**src/rtl/sram_uart_tx_interface.sv**
```systemverilog
// Reads a block of 16-bit words from SRAM and sends each word as two 8N1 UART
// frames, high byte first, prefetching the next word while the low byte is sent.
module sram_uart_tx_interface #(
  parameter int CLOCKS_PER_BIT = 434,
  parameter int READ_LATENCY   = 2
) (
  input  logic        Clock,
  input  logic        Resetn,
  input  logic        Start,
  input  logic [17:0] Start_address,
  input  logic [17:0] Word_count,
  output logic [17:0] SRAM_address,
  output logic        SRAM_we_n,
  input  logic [15:0] SRAM_read_data,
  output logic        UART_TX_O,
  output logic        Busy,
  output logic        Done
);

  localparam int BW = (CLOCKS_PER_BIT > 1) ? $clog2(CLOCKS_PER_BIT) : 1;
  localparam int LW = $clog2(READ_LATENCY + 1);
  localparam logic [BW-1:0] BAUD_LAST = BW'(CLOCKS_PER_BIT - 1);
  localparam logic [LW-1:0] LAT_LOAD  = LW'(READ_LATENCY);
  localparam logic [LW-1:0] LAT_LAST  = LW'(1);

  typedef enum logic [2:0] {
    S_IDLE, S_FETCH, S_START_BIT, S_DATA_BITS, S_STOP_BIT
  } state_t;

  state_t      state, state_next;
  logic [BW-1:0] baud_cnt;
  logic [LW-1:0] lat_cnt;
  logic [LW-1:0] pf_cnt;
  logic [2:0]  bit_idx;
  logic [17:0] remaining;   // words still to send after the one in flight
  logic [7:0]  shift_reg;
  logic [7:0]  low_byte;
  logic [15:0] hold_word;
  logic        high_byte;
  logic        zero_pend;

  logic accept, baud_done, more_words;

  assign SRAM_we_n  = 1'b1;
  assign accept     = Start && !Busy;
  assign baud_done  = (baud_cnt == BAUD_LAST);
  assign more_words = (remaining != '0);

  always_ff @(posedge Clock or negedge Resetn) begin
    if (!Resetn) state <= S_IDLE;
    else         state <= state_next;
  end

  // NOTE: default first so every path assigns state_next and no latch is inferred.
  always_comb begin
    state_next = state;
    case (state)
      S_IDLE:      if (accept && Word_count != '0) state_next = S_FETCH;
      S_FETCH:     if (lat_cnt == LAT_LAST) state_next = S_START_BIT;
      S_START_BIT: if (baud_done) state_next = S_DATA_BITS;
      S_DATA_BITS: if (baud_done && bit_idx == 3'd7) state_next = S_STOP_BIT;
      S_STOP_BIT:  if (baud_done) state_next = (high_byte || more_words) ? S_START_BIT : S_IDLE;
      default:     state_next = S_IDLE;
    endcase
  end

  // NOTE: sequential state uses non-blocking assignments so every register
  // samples pre-edge values; later assignments in this block take priority.
  always_ff @(posedge Clock or negedge Resetn) begin
    if (!Resetn) begin
      UART_TX_O    <= 1'b1;
      Busy         <= 1'b0;
      Done         <= 1'b0;
      SRAM_address <= '0;
      zero_pend    <= 1'b0;
      remaining    <= '0;
      baud_cnt     <= '0;
      bit_idx      <= '0;
      lat_cnt      <= '0;
      pf_cnt       <= '0;
      high_byte    <= 1'b0;
      shift_reg    <= '0;
      low_byte     <= '0;
      hold_word    <= '0;
    end else begin
      Done <= 1'b0;
      if (zero_pend) begin
        Done      <= 1'b1;
        Busy      <= 1'b0;
        zero_pend <= 1'b0;
      end
      // Prefetch of the next word runs in parallel with the low-byte frame.
      if (pf_cnt != '0) begin
        pf_cnt <= pf_cnt - 1'b1;
        if (pf_cnt == LAT_LAST) hold_word <= SRAM_read_data;
      end
      case (state)
        S_IDLE: begin
          if (accept) begin
            Busy      <= 1'b1;
            remaining <= Word_count - 18'd1;
            if (Word_count == '0) begin
              zero_pend <= 1'b1;
            end else begin
              SRAM_address <= Start_address;
              lat_cnt      <= LAT_LOAD;
            end
          end
        end
        S_FETCH: begin
          if (lat_cnt == LAT_LAST) begin
            shift_reg <= SRAM_read_data[15:8];
            low_byte  <= SRAM_read_data[7:0];
            high_byte <= 1'b1;
            UART_TX_O <= 1'b0;
            baud_cnt  <= '0;
          end
          lat_cnt <= lat_cnt - 1'b1;
        end
        S_START_BIT: begin
          baud_cnt <= baud_done ? '0 : baud_cnt + 1'b1;
          if (baud_done) begin
            UART_TX_O <= shift_reg[0];
            shift_reg <= shift_reg >> 1;
            bit_idx   <= '0;
          end
        end
        S_DATA_BITS: begin
          baud_cnt <= baud_done ? '0 : baud_cnt + 1'b1;
          if (baud_done) begin
            if (bit_idx == 3'd7) begin
              UART_TX_O <= 1'b1;
            end else begin
              UART_TX_O <= shift_reg[0];
              shift_reg <= shift_reg >> 1;
              bit_idx   <= bit_idx + 1'b1;
            end
          end
        end
        S_STOP_BIT: begin
          baud_cnt <= baud_done ? '0 : baud_cnt + 1'b1;
          if (baud_done) begin
            if (high_byte) begin
              UART_TX_O <= 1'b0;
              shift_reg <= low_byte;
              high_byte <= 1'b0;
              if (more_words) begin
                SRAM_address <= SRAM_address + 18'd1;
                pf_cnt       <= LAT_LOAD;
              end
            end else if (more_words) begin
              UART_TX_O <= 1'b0;
              shift_reg <= hold_word[15:8];
              low_byte  <= hold_word[7:0];
              high_byte <= 1'b1;
              remaining <= remaining - 18'd1;
            end else begin
              Done <= 1'b1;
              Busy <= 1'b0;
            end
          end
        end
        default: ;
      endcase
    end
  end

endmodule

```
**config.mk**
```make
export PLATFORM = sky130hd
export DESIGN_NAME = sram_uart_tx_interface
export DESIGN_NICKNAME = d
export VERILOG_FILES = /design/src/rtl/sram_uart_tx_interface.sv
export SDC_FILE = /design/constraint.sdc
export NUM_CORES = 1
export LEC_CHECK = 0
export CORE_MARGIN = 2
export CORE_UTILIZATION = 54
export DETAILED_ROUTE_END_ITERATION = 7
export PLACE_DENSITY = 0.79
export SYNTH_ARGS = -nofsm -noshare
export SYNTH_HDL_FRONTEND = slang
export SYNTH_SLANG_ARGS = --single-unit
```
**constraint.sdc**
```tcl
create_clock -name Clock -period 4.67 [get_ports Clock]
set_clock_uncertainty 0.15 [all_clocks]
set_input_delay 0.467 -clock Clock [delete_from_list [all_inputs] [get_ports Clock]]
set_output_delay 0.467 -clock Clock [all_outputs]
set_load 0.005 [all_outputs]
```
==> key figures, run 1 <==
Power
  • Switching part of the total: 0.247
  • Clock power frac: 0.378
  • Cell Pwr Density: around 230 mW/mm2
  • P_sw: between 0.0003 and 0.0004 W
  • Leakage: 2.80 nW
  • Max VDD drop: 0.000175 V
  • Sequential cell fraction of total power: 0.543
  • Power Internal: roughly 0.0011 W
  • Combinational fraction of design power: 0.080

Setup path
  • CP bufs+invs: 1
  • Slowest CP cell: dfrtp_1
  • Critical path's largest stage delay: 0.77 ns
  • CP Cell Sequence: or3b_2 -> buf_4 -> nand4_1 -> a21boi_2 -> nand4b_1 -> mux2_2 -> o211ai_2
  • R2R cell count: 7
  • Critical path arrival: 3.27 ns
  • R2R Setup Slk: around 1.5 ns
  • Critical R2R Capture: remaining[17]$_DFFE_PN0P_
  • CP max FO: 71
  • Req. time, crit path: roughly 4.7 ns
  • CP Launch Type: flip-flop
  • Crit Path Class: flip-flop to flip-flop
  • Critical R2R Launch: state[0]$_DFFE_PN0P_
  • CP top delay family: simple AND/OR/NAND/NOR gates
  • CP endpoint kind: flip-flop

Clock tree
  • CTS max path bufs: 2
  • PostCTS Resize Cnt: 0
  • Root buffer cell: clkbuf_8
  • Setup Buffers After CTS: 0
  • TritonCTS buffer count: 9
  • Post-CTS Hold Fix Bufs: 1
  • Clock slew at reported path FFs: roughly 0.09 ns
  • Worst skew pair latency: 0.37 ns
  • CTS tree: done
  • Htree depth: 3
  • Clk sinks: a little over 90

Outcome
  • Status: finished, final reports clean

STA
  • Crit path time final: 3.21 ns
  • Setup_tns: 0 ns
  • Worst slew pin tran: about 1.2 ns
  • Max_slew headroom: 0.212
  • Slew Limit Fails: 0
  • Hold Worst Slack: just over 0.3 ns
  • Post-route setup slack: 1.46 ns
  • RSZ-0062 raised after global routing: no
  • Period utilisation layout: 0.687
  • Final hold viol count: 0
  • Max Freq: between 300 and 400 MHz
  • Final setup fails: 0

Floorplan
  • Initial Util: 0.562
  • Die W: roughly 110 um
  • Full die area: between 0.01 and 0.015 mm2
  • Die height: between 100 and 150 um
  • Row count: 36
  • Core area: approximately 0.0099 mm2
  • IO Pins: just under 80

Routing
  • Post-detailed-route count of antenna-violating nets: 0
  • Vias per cell: between 6 and 7
  • Vias: 4916
  • DRT Wirelength: ~13 mm
  • Mean routed wirelength per cell: between 15 and 20 um
  • Residual DRC: 0
  • 1st-pass router iterations: 5
  • Drt first-iter violations: 263

Final layout
  • N_diodes: 0
  • Commonest non-fill, non-tap cells in the layout: dfrtp_1, nand2_1, clkdlybuf4s50_1
  • Commonest non-fill, non-tap cell in the layout: dfrtp_1
  • Area Growth Syn to Fin: 17.9%
  • Fill cells: 814
  • Layout cells sized above 1: 0.110
  • Leading registers by flop count: SRAM_address: 18 flops, remaining: 18 flops, hold_word: 16 flops
  • Final nets: between 700 and 800

GRT
  • Gr ovfl total: 0
  • Initial antenna violation count: 0
  • Vias in the first global route: 4794
  • Gr usage total: 0.244
  • First-pass GRT wire length: between 20 and 25 mm
  • Largest net degree at the start of global routing: 72

Placed design
  • Input/output buffers: between 70 and 80
  • Dpl ws: approximately 1.5 ns
  • Post-DP HPWL: around 9 mm
  • Placer Congestion: 0.865

Min path
  • Hold path cells: 1
  • Hold endpoint: pf_cnt[0]$_DFF_PN0_
  • Hold path startpoint: pf_cnt[0]$_DFF_PN0_
  • Hold WC Path Type: flip-flop to flip-flop

Yosys
  • Ys async rst share: 1.00
  • Post-synthesis sequential area ratio: 0.415
  • Ys flop type: dfrtp_1
  • Post-Syn Instances: 610
  • Seq cells post-synth: just over 90
  • Synth area leaders: dfrtp_1, nand2_1, o21ai_0, nor2_1, mux2_2
  • Post-synth EDFFs: 0
  • Largest area contributor in the netlist: dfrtp_1
  • Post-Syn Area per Cell: slightly above 9 um2
  • Syn_nets: ~670
  • Post-synthesis cell type count: 77
  • Synthesized cell area: approximately 0.0055 mm2
  • Synth warnings: 0
  • Top cell type's share of synthesized area: 0.411

Run
  • Max-cap viol count: 0
-- synthesized netlist by cell type, types with 4 or more instances --
library cell   n
o21ai_0       48
a221o_1        7
buf_2         14
ha_1           7
nand4_1       10
a31oi_1       15
or3_1          6
a21oi_1       37
dfrtp_1       91
nand3_1       20
nor3b_1        4
a22o_1         4
and3_1         6
inv_1         11
a21o_1         4
o31ai_1        5
and2_1         9
a2bb2oi_1      4
nand2_1       79
o22ai_1        8
mux2i_1       20
mux2_2        18
or2_2          4
mux2_4         8
nor2_1        55
clkbuf_1      17
nor3_1        22
buf_4          5
-- stage by stage --
step,util,total power (W),cell area (um2),std cells
5_1_grt,0.663,0.00154,6540,805
4_1_cts,0.663,0.00150,6540,805
6_report,0.663,0.00149,6540,805
3_5_place_dp,0.642,0.000944,6330,788
2_1_floorplan,-,0.000865,5550,610
3_3_place_gp,0.642,0.000941,6330,788
-- routing by layer --
metal  vias up  GRT usage  part of all wire
li1       2351          -                 -
met1      2377      0.329              0.45
met2       168      0.406              0.48
met3        20     0.0315             0.054
met4         0     0.0819             0.015
met5         -          0                 0
-- kinds of logic after synthesis --
| kind of cell | share of synthesized area |
|---|---|
| flip-flops | 0.415 |
| other | 0.000676 |
| multiplexers | 0.0943 |
| AND/OR/NAND/NOR | 0.210 |
| XOR/XNOR | 0.00790 |
| adder cells (fa/ha/maj) | 0.0158 |
| buffers and inverters | 0.0404 |
| AO/OA/AOI/OAI | 0.215 |
-- worst reg2reg max path, delay by kind of cell (launching register included) --
kind | cells | cell delay (ns)
DFF | 1 | 0.77
AOI/OAI and AO/OA | 2 | 0.39
and+or+nand+nor | 3 | 0.87
buffers and inverters | 1 | 0.60
muxes | 1 | 0.28
-- how the worst max path moves through the flow --
| stage | from | endpoint | depth (start not counted) |
|---|---|---|---|
| floorplan | state[1]$_DFFE_PN0P_ | remaining[6]$_DFFE_PN0P_ | 13 |
| global placement | state[0]$_DFFE_PN0P_ | remaining[17]$_DFFE_PN0P_ | 7 |
| detailed placement | state[0]$_DFFE_PN0P_ | remaining[17]$_DFFE_PN0P_ | 7 |
| CTS | state[0]$_DFFE_PN0P_ | remaining[17]$_DFFE_PN0P_ | 7 |
| global route | state[0]$_DFFE_PN0P_ | remaining[17]$_DFFE_PN0P_ | 7 |
| finish | state[0]$_DFFE_PN0P_ | remaining[17]$_DFFE_PN0P_ | 7 |
-- power groups by stage --
stage / combinational, W / sequential [W] / clock (W)
2_1_floorplan: 0.0000410 / 0.000824 / 0
3_3_place_gp: 0.000116 / 0.000825 / 0
3_5_place_dp: 0.000119 / 0.000825 / 0
4_1_cts: 0.000120 / 0.000810 / 0.000570
5_1_grt: 0.000131 / 0.000811 / 0.000602
6_report: 0.000119 / 0.000810 / 0.000564
-- cell type report --
class,count,area [um2],area share
inverter,11,41.3,0.00631
tap,133,166,0.0254
clock buffer,10,128,0.0195
timing repair buffer,83,811,0.124
sequential,92,2300,0.352
clock inverter,6,71.3,0.0109
multi-input combinational,470,3020,0.462
Note: power is estimated with default switching activity, not from simulation.
==> run 2, diff against run 1 <==
Settings changed: CORE_UTILIZATION 54 to 50, PLACE_DENSITY 0.79 to 0.77.
Clock period 4.67 ns to 2.7 ns, I/O delays scaled along.
==> run 2 against run 1 <==
Compared with the run above: clock power rose by 110%; die area rose by 7.7%; utilization fell by 3.7 points; sequential power rose by 73%; final area rose by 3.8%; register-to-register slack got worse by 1.3 ns; global-route usage rose by 0.33 points; non-clock buffer count rose by 18; critical path type unchanged; critical endpoint is now remaining[6]$_DFFE_PN0P_; highest routed layer unchanged.
==> key figures, run 2 (synthesis gave the netlist of run 1 again) <==
Floorplan
  • Die W: roughly 110 um
  • IO Pins: 77
  • Initial Util: 0.512
  • Die height: approximately 110 um
  • Full die area: 0.0119 mm2
  • Core area: 0.0108 mm2
  • Row count: 38

STA
  • Crit path time final: ~2.5 ns
  • Max Freq: about 400 MHz
  • Final hold viol count: 0
  • Worst slew pin tran: roughly 0.55 ns
  • Max_slew headroom: 0.627
  • Final setup fails: 0
  • Post-route setup slack: roughly 0.17 ns
  • RSZ-0062 raised after global routing: no
  • Slew Limit Fails: 0
  • Setup_tns: 0 ns
  • Period utilisation layout: 0.938

Clock tree
  • Root buffer cell: clkbuf_8
  • CTS max path bufs: 2
  • CTS tree: done
  • TritonCTS buffer count: 9
  • Setup Buffers After CTS: 0
  • Clock slew at reported path FFs: 0.10 ns
  • Clk sinks: 92
  • Worst skew pair latency: approximately 0.38 ns
  • Htree depth: 3

Placed design
  • Placer Congestion: between 0.8 and 0.9
  • Dpl ws: 0.0844 ns
  • Post-DP HPWL: around 9.9 mm
  • Input/output buffers: 75

GRT
  • Vias in the first global route: between 5000 and 6000
  • Gr usage total: 0.247
  • Largest net degree at the start of global routing: 54
  • Gr ovfl total: 0
  • Initial antenna violation count: 0
  • First-pass GRT wire length: roughly 23 mm

Setup path
  • CP Cell Sequence: or3b_4 -> mux2i_2 -> ha_2 -> inv_2 -> or4_1 -> xor2_1 -> a22oi_1 -> o22a_1
  • Crit Path Class: flip-flop to flip-flop
  • Slowest CP cell: or4_1
  • CP bufs+invs: 1
  • Critical path's largest stage delay: about 0.54 ns
  • CP endpoint kind: flip-flop
  • CP Launch Type: flip-flop
  • CP max FO: 4
  • Req. time, crit path: 2.87 ns
  • Critical path arrival: roughly 2.7 ns
  • Critical R2R Launch: state[0]$_DFFE_PN0P_
  • CP top delay family: simple AND/OR/NAND/NOR gates
  • Crit path from: state[0]$_DFFE_PN0P_

Outcome
  • Status: finished, final reports clean

Routing
  • Mean routed wirelength per cell: ~17 um
  • DRT Wirelength: around 14 mm
  • Drt first-iter violations: just under 400
  • Residual DRC: 0
  • Vias: 5045
  • 1st-pass router iterations: 7
  • Vias per cell: between 6 and 7
  • Post-detailed-route count of antenna-violating nets: 0

Power
  • P_sw: 0.000602 W
  • Leakage: roughly 3 nW
  • Sequential cell fraction of total power: 0.497
  • Power Internal: approximately 0.0022 W
  • Switching part of the total: 0.214
  • Max VDD drop: between 0.0002 and 0.0003 V
  • Cell Pwr Density: 415 mW/mm2
  • Combinational fraction of design power: 0.076
  • Clock power frac: 0.426

Final layout
  • Reg area: 0.00230 mm2
  • Area of the multi-input gates: slightly above 0.003 mm2
  • Area Growth Syn to Fin: 22.3%
  • Fill cells: around 900
  • Leading registers by flop count: SRAM_address: 18 flops, remaining: 18 flops, hold_word: 16 flops
  • Final nets: 747
  • Layout cells sized above 1: 0.138
  • Commonest non-fill, non-tap cell in the layout: dfrtp_1
  • N_diodes: 0
  • Utilization of the core after routing: 0.626
  • Commonest non-fill, non-tap cells in the layout: dfrtp_1, nand2_1, clkdlybuf4s50_1

Min path
  • Hold WC Path Type: primary input to asynchronous set/reset pin

Run
  • Max-cap viol count: 0
[run 2: cell types whose count changed in the layout (fill, tap and decap cells not counted), sizes merged]
| cell | before | now |
|---|---|---|
| buf | 8 | 26 |
| bufinv | 1 | 4 |
| clkinvlp | 1 | 0 |
| inv | 14 | 11 |
[run 2: layout make-up]
| cell class | count | share of cell area |
|---|---|---|
| multi-input cells | 470 | 0.448 |
| flip-flops and latches | 92 | 0.340 |
| well taps | 140 | 0.0258 |
| clock buffers | 10 | 0.0188 |
| clock inverters | 5 | 0.0184 |
| inverters | 11 | 0.00609 |
| repair buffers | 101 | 0.143 |
[run 2: worst paths after layout]
check                                         endpoint  slack [ns]  depth (start not counted)
hold reg to reg                         Done$_DFF_PN0_        0.32                          1
hold / removal               remaining[13]$_DFFE_PN0P_        0.15                          2
min in group Clock         SRAM_address[1]$_DFFE_PN0P_        0.30                          3
max in group asynchronous        UART_TX_O$_DFFE_PN1P_        1.61                          3
setup reg to reg              remaining[6]$_DFFE_PN0P_        0.17                          8
setup / recovery              remaining[6]$_DFFE_PN0P_        0.17                          8
[run 2: metrics by stage]
| stage | total power, W | cell area (um2) | cells | hold WS [ns] |
|---|---|---|---|---|
| final | 0.00282 | 6780 | 829 | 0.148 |
| after CTS | 0.00284 | 6770 | 829 | 0.146 |
| after global placement | 0.00163 | 6510 | 813 | 0.0126 |
| after detailed placement | 0.00164 | 6510 | 813 | 0.0193 |
| after floorplan | 0.00150 | 5590 | 610 | -0.176 |
| after global routing | 0.00291 | 6780 | 829 | 0.175 |
[run 2: power groups by stage]
stage / sequential, W / combinational [W] / clock, W
floorplan: 0.00142 / 0.0000718 / 0
global placement: 0.00143 / 0.000208 / 0
detailed placement: 0.00143 / 0.000213 / 0
CTS: 0.00140 / 0.000216 / 0.00123
global route: 0.00140 / 0.000237 / 0.00127
finish: 0.00140 / 0.000214 / 0.00120
[run 2: metal layers]
metal,routed length (um),global-route usage,vias up
met5,0,0,-
met4,289,0.103,0
met3,520,0.0314,25
met2,7080,0.422,163
met1,6090,0.317,2481
li1,-,-,2376
[run 2: repair_timing]
item	CTS	global route
resized for setup	0	3
hold buffers	1	0
hold endpoints to repair	91	0
endpoints found under the setup margin	0	6
[run 2: worst register-to-register path, cell delays in order, from the launching register on]
cell and delay [ns]:
dfrtp_1 0.39, or3b_4 0.43, mux2i_2 0.22, ha_2 0.23
inv_2 0.06, or4_1 0.54, xor2_1 0.17, a22oi_1 0.15
o22a_1 0.14
==> run 3, diff against run 2 <==
Settings changed: CORE_ASPECT_RATIO set to 1.2, CORE_MARGIN 2 to 5, HOLD_SLACK_MARGIN set to 0.06.
==> run 3 against run 2 <==
Compared with the run above: worst setup slack lost 0.057 ns; worst hold slack gained 0.16 ns; sequential power is essentially flat; cell count shrank 0.84%; final area grew 0.65%; non-clock buffer count grew 2; critical path type unchanged; largest power group unchanged.
==> key figures, run 3 (synthesis gave the netlist of run 1 again) <==
Floorplan
  • Core area: 0.0109 mm2
  • IO Pins: between 70 and 80
  • Die W: 106 um
  • Full die area: approximately 0.013 mm2
  • Row count: between 40 and 50
  • Die height: about 130 um
  • Initial Util: 0.507

GRT
  • Initial antenna violation count: 0
  • Largest net degree at the start of global routing: 46
  • First-pass GRT wire length: 23.8 mm
  • Vias in the first global route: between 4000 and 5000
  • Gr ovfl total: 0
  • Gr usage total: 0.215

Clock tree
  • Htree depth: 3
  • Clk sinks: 92
  • TritonCTS buffer count: 9
  • Worst skew pair latency: about 0.35 ns
  • CTS max path bufs: 2
  • Setup Buffers After CTS: 0
  • Clock slew at reported path FFs: about 0.07 ns
  • Root buffer cell: clkbuf_16
  • CTS tree: done

Setup path
  • CP Cell Sequence: or3b_4 -> mux2i_2 -> ha_2 -> inv_2 -> or4_1 -> xor2_1 -> a22oi_1 -> o22a_1
  • Critical path arrival: around 2.7 ns
  • CP bufs+invs: 1
  • R2R Setup Slk: around 0.11 ns
  • CP endpoint kind: flip-flop
  • Req. time, crit path: 2.78 ns
  • Critical path's largest stage delay: roughly 0.53 ns
  • CP Launch Type: flip-flop
  • CP top delay family: simple AND/OR/NAND/NOR gates
  • Crit Path Class: flip-flop to flip-flop
  • CP max FO: 5
  • Slowest CP cell: or4_1

Placed design
  • Post-DP HPWL: about 9.8 mm
  • Input/output buffers: 75
  • Placer Congestion: slightly below 0.9

Routing
  • DRT Wirelength: 13.8 mm
  • Mean routed wirelength per cell: ~17 um
  • Vias per cell: between 6 and 7
  • Post-detailed-route count of antenna-violating nets: 0
  • Drt first-iter violations: 323
  • Vias: ~5000
  • 1st-pass router iterations: 6
  • Residual DRC: 0

Run
  • Max-cap viol count: 0

Final layout
  • Commonest non-fill, non-tap cell in the layout: dfrtp_1
  • Area Growth Syn to Fin: 23.1%
  • Layout cells sized above 1: 0.141
  • Final nets: 749
  • N_diodes: 0
  • Leading registers by flop count: SRAM_address: 18 flops, remaining: 18 flops, hold_word: 16 flops
  • Commonest non-fill, non-tap cells in the layout: dfrtp_1, nand2_1, clkdlybuf4s50_1

Power
  • Max VDD drop: between 0.0002 and 0.0003 V
  • Cell Pwr Density: 420 mW/mm2
  • Leakage: about 3 nW
  • Total power: 0.00287 W

STA
  • Slew Limit Fails: 0
  • Worst slew pin tran: ~0.6 ns
  • Final hold viol count: 0
  • RSZ-0062 raised after global routing: no
  • Setup_tns: 0 ns
  • Max Freq: around 390 MHz
  • Max_slew headroom: 0.596
  • Crit path time final: 2.59 ns
  • Period utilisation layout: 0.959
  • Final setup fails: 0

Min path
  • Hold WC Path Type: flip-flop to flip-flop

Outcome
  • Status: finished, final reports clean
[run 3: cell types whose count changed in the layout (fill, tap and decap cells not counted), sizes merged]
| cell | previous run | this run |
|---|---|---|
| bufinv | 4 | 1 |
| inv | 11 | 12 |
| clkbuf | 10 | 9 |
| buf | 26 | 28 |
| clkinvlp | 0 | 2 |
[run 3: power breakdown]
group	internal, W	total [W]	switching [W]	leakage, nW
logic	0.000122	0.000217	0.0000949	1.61
clock network	0.000712	0.00125	0.000535	0.134
registers	0.00139	0.00140	0.0000100	1.19
total	0.00223	0.00287	0.000640	2.93
[run 3: routing by layer]
metal,wire length (um),up-vias,global-route usage
li1,-,2392,-
met1,5830,2436,0.276
met2,6980,183,0.359
met3,735,24,0.0464
met4,253,0,0.0762
met5,0,-,0
[run 3: repair_timing]
| item | CTS | global route |
|---|---|---|
| endpoints found under the setup margin | 0 | 6 |
| endpoints found under the hold margin | 42 | 0 |
| resized for setup | 0 | 4 |
| hold buffers | 1 | 0 |
[run 3: area by class of cell]
cell class | count | area [um2]
clock buffers | 9 | 225
clock inverters | 5 | 62.6
fillers | 919 | 4100
inverters | 11 | 41.3
multi-input cells | 470 | 3040
flip-flops and latches | 92 | 2300
well taps | 132 | 165
repair buffers | 103 | 990
[run 3: metrics by stage]
| stage | instances | hold slack (ns) | utilization | setup WS, ns | area [um2] |
|---|---|---|---|---|---|
| after floorplan | 610 | -0.176 | - | -0.344 | 5590 |
| after global placement | 807 | 0.176 | 0.596 | 0.112 | 6510 |
| after detailed placement | 807 | 0.178 | 0.596 | 0.0745 | 6510 |
| after CTS | 822 | 0.313 | 0.623 | 0.0443 | 6810 |
| after global routing | 822 | 0.329 | 0.625 | 0.0140 | 6830 |
| final | 822 | 0.309 | 0.625 | 0.111 | 6830 |
[run 3: final timing paths]
kind,startpoint,endpoint,depth (start not counted)
min in group asynchronous,Resetn,baud_cnt[8]$_DFFE_PN0P_,2
max in group asynchronous,Resetn,low_byte[7]$_DFFE_PN0P_,3
setup reg to reg,state[0]$_DFFE_PN0P_,remaining[6]$_DFFE_PN0P_,8
hold / removal,pf_cnt[0]$_DFF_PN0_,pf_cnt[0]$_DFF_PN0_,1
hold reg to reg,pf_cnt[0]$_DFF_PN0_,pf_cnt[0]$_DFF_PN0_,1
setup / recovery,state[0]$_DFFE_PN0P_,remaining[6]$_DFFE_PN0P_,8
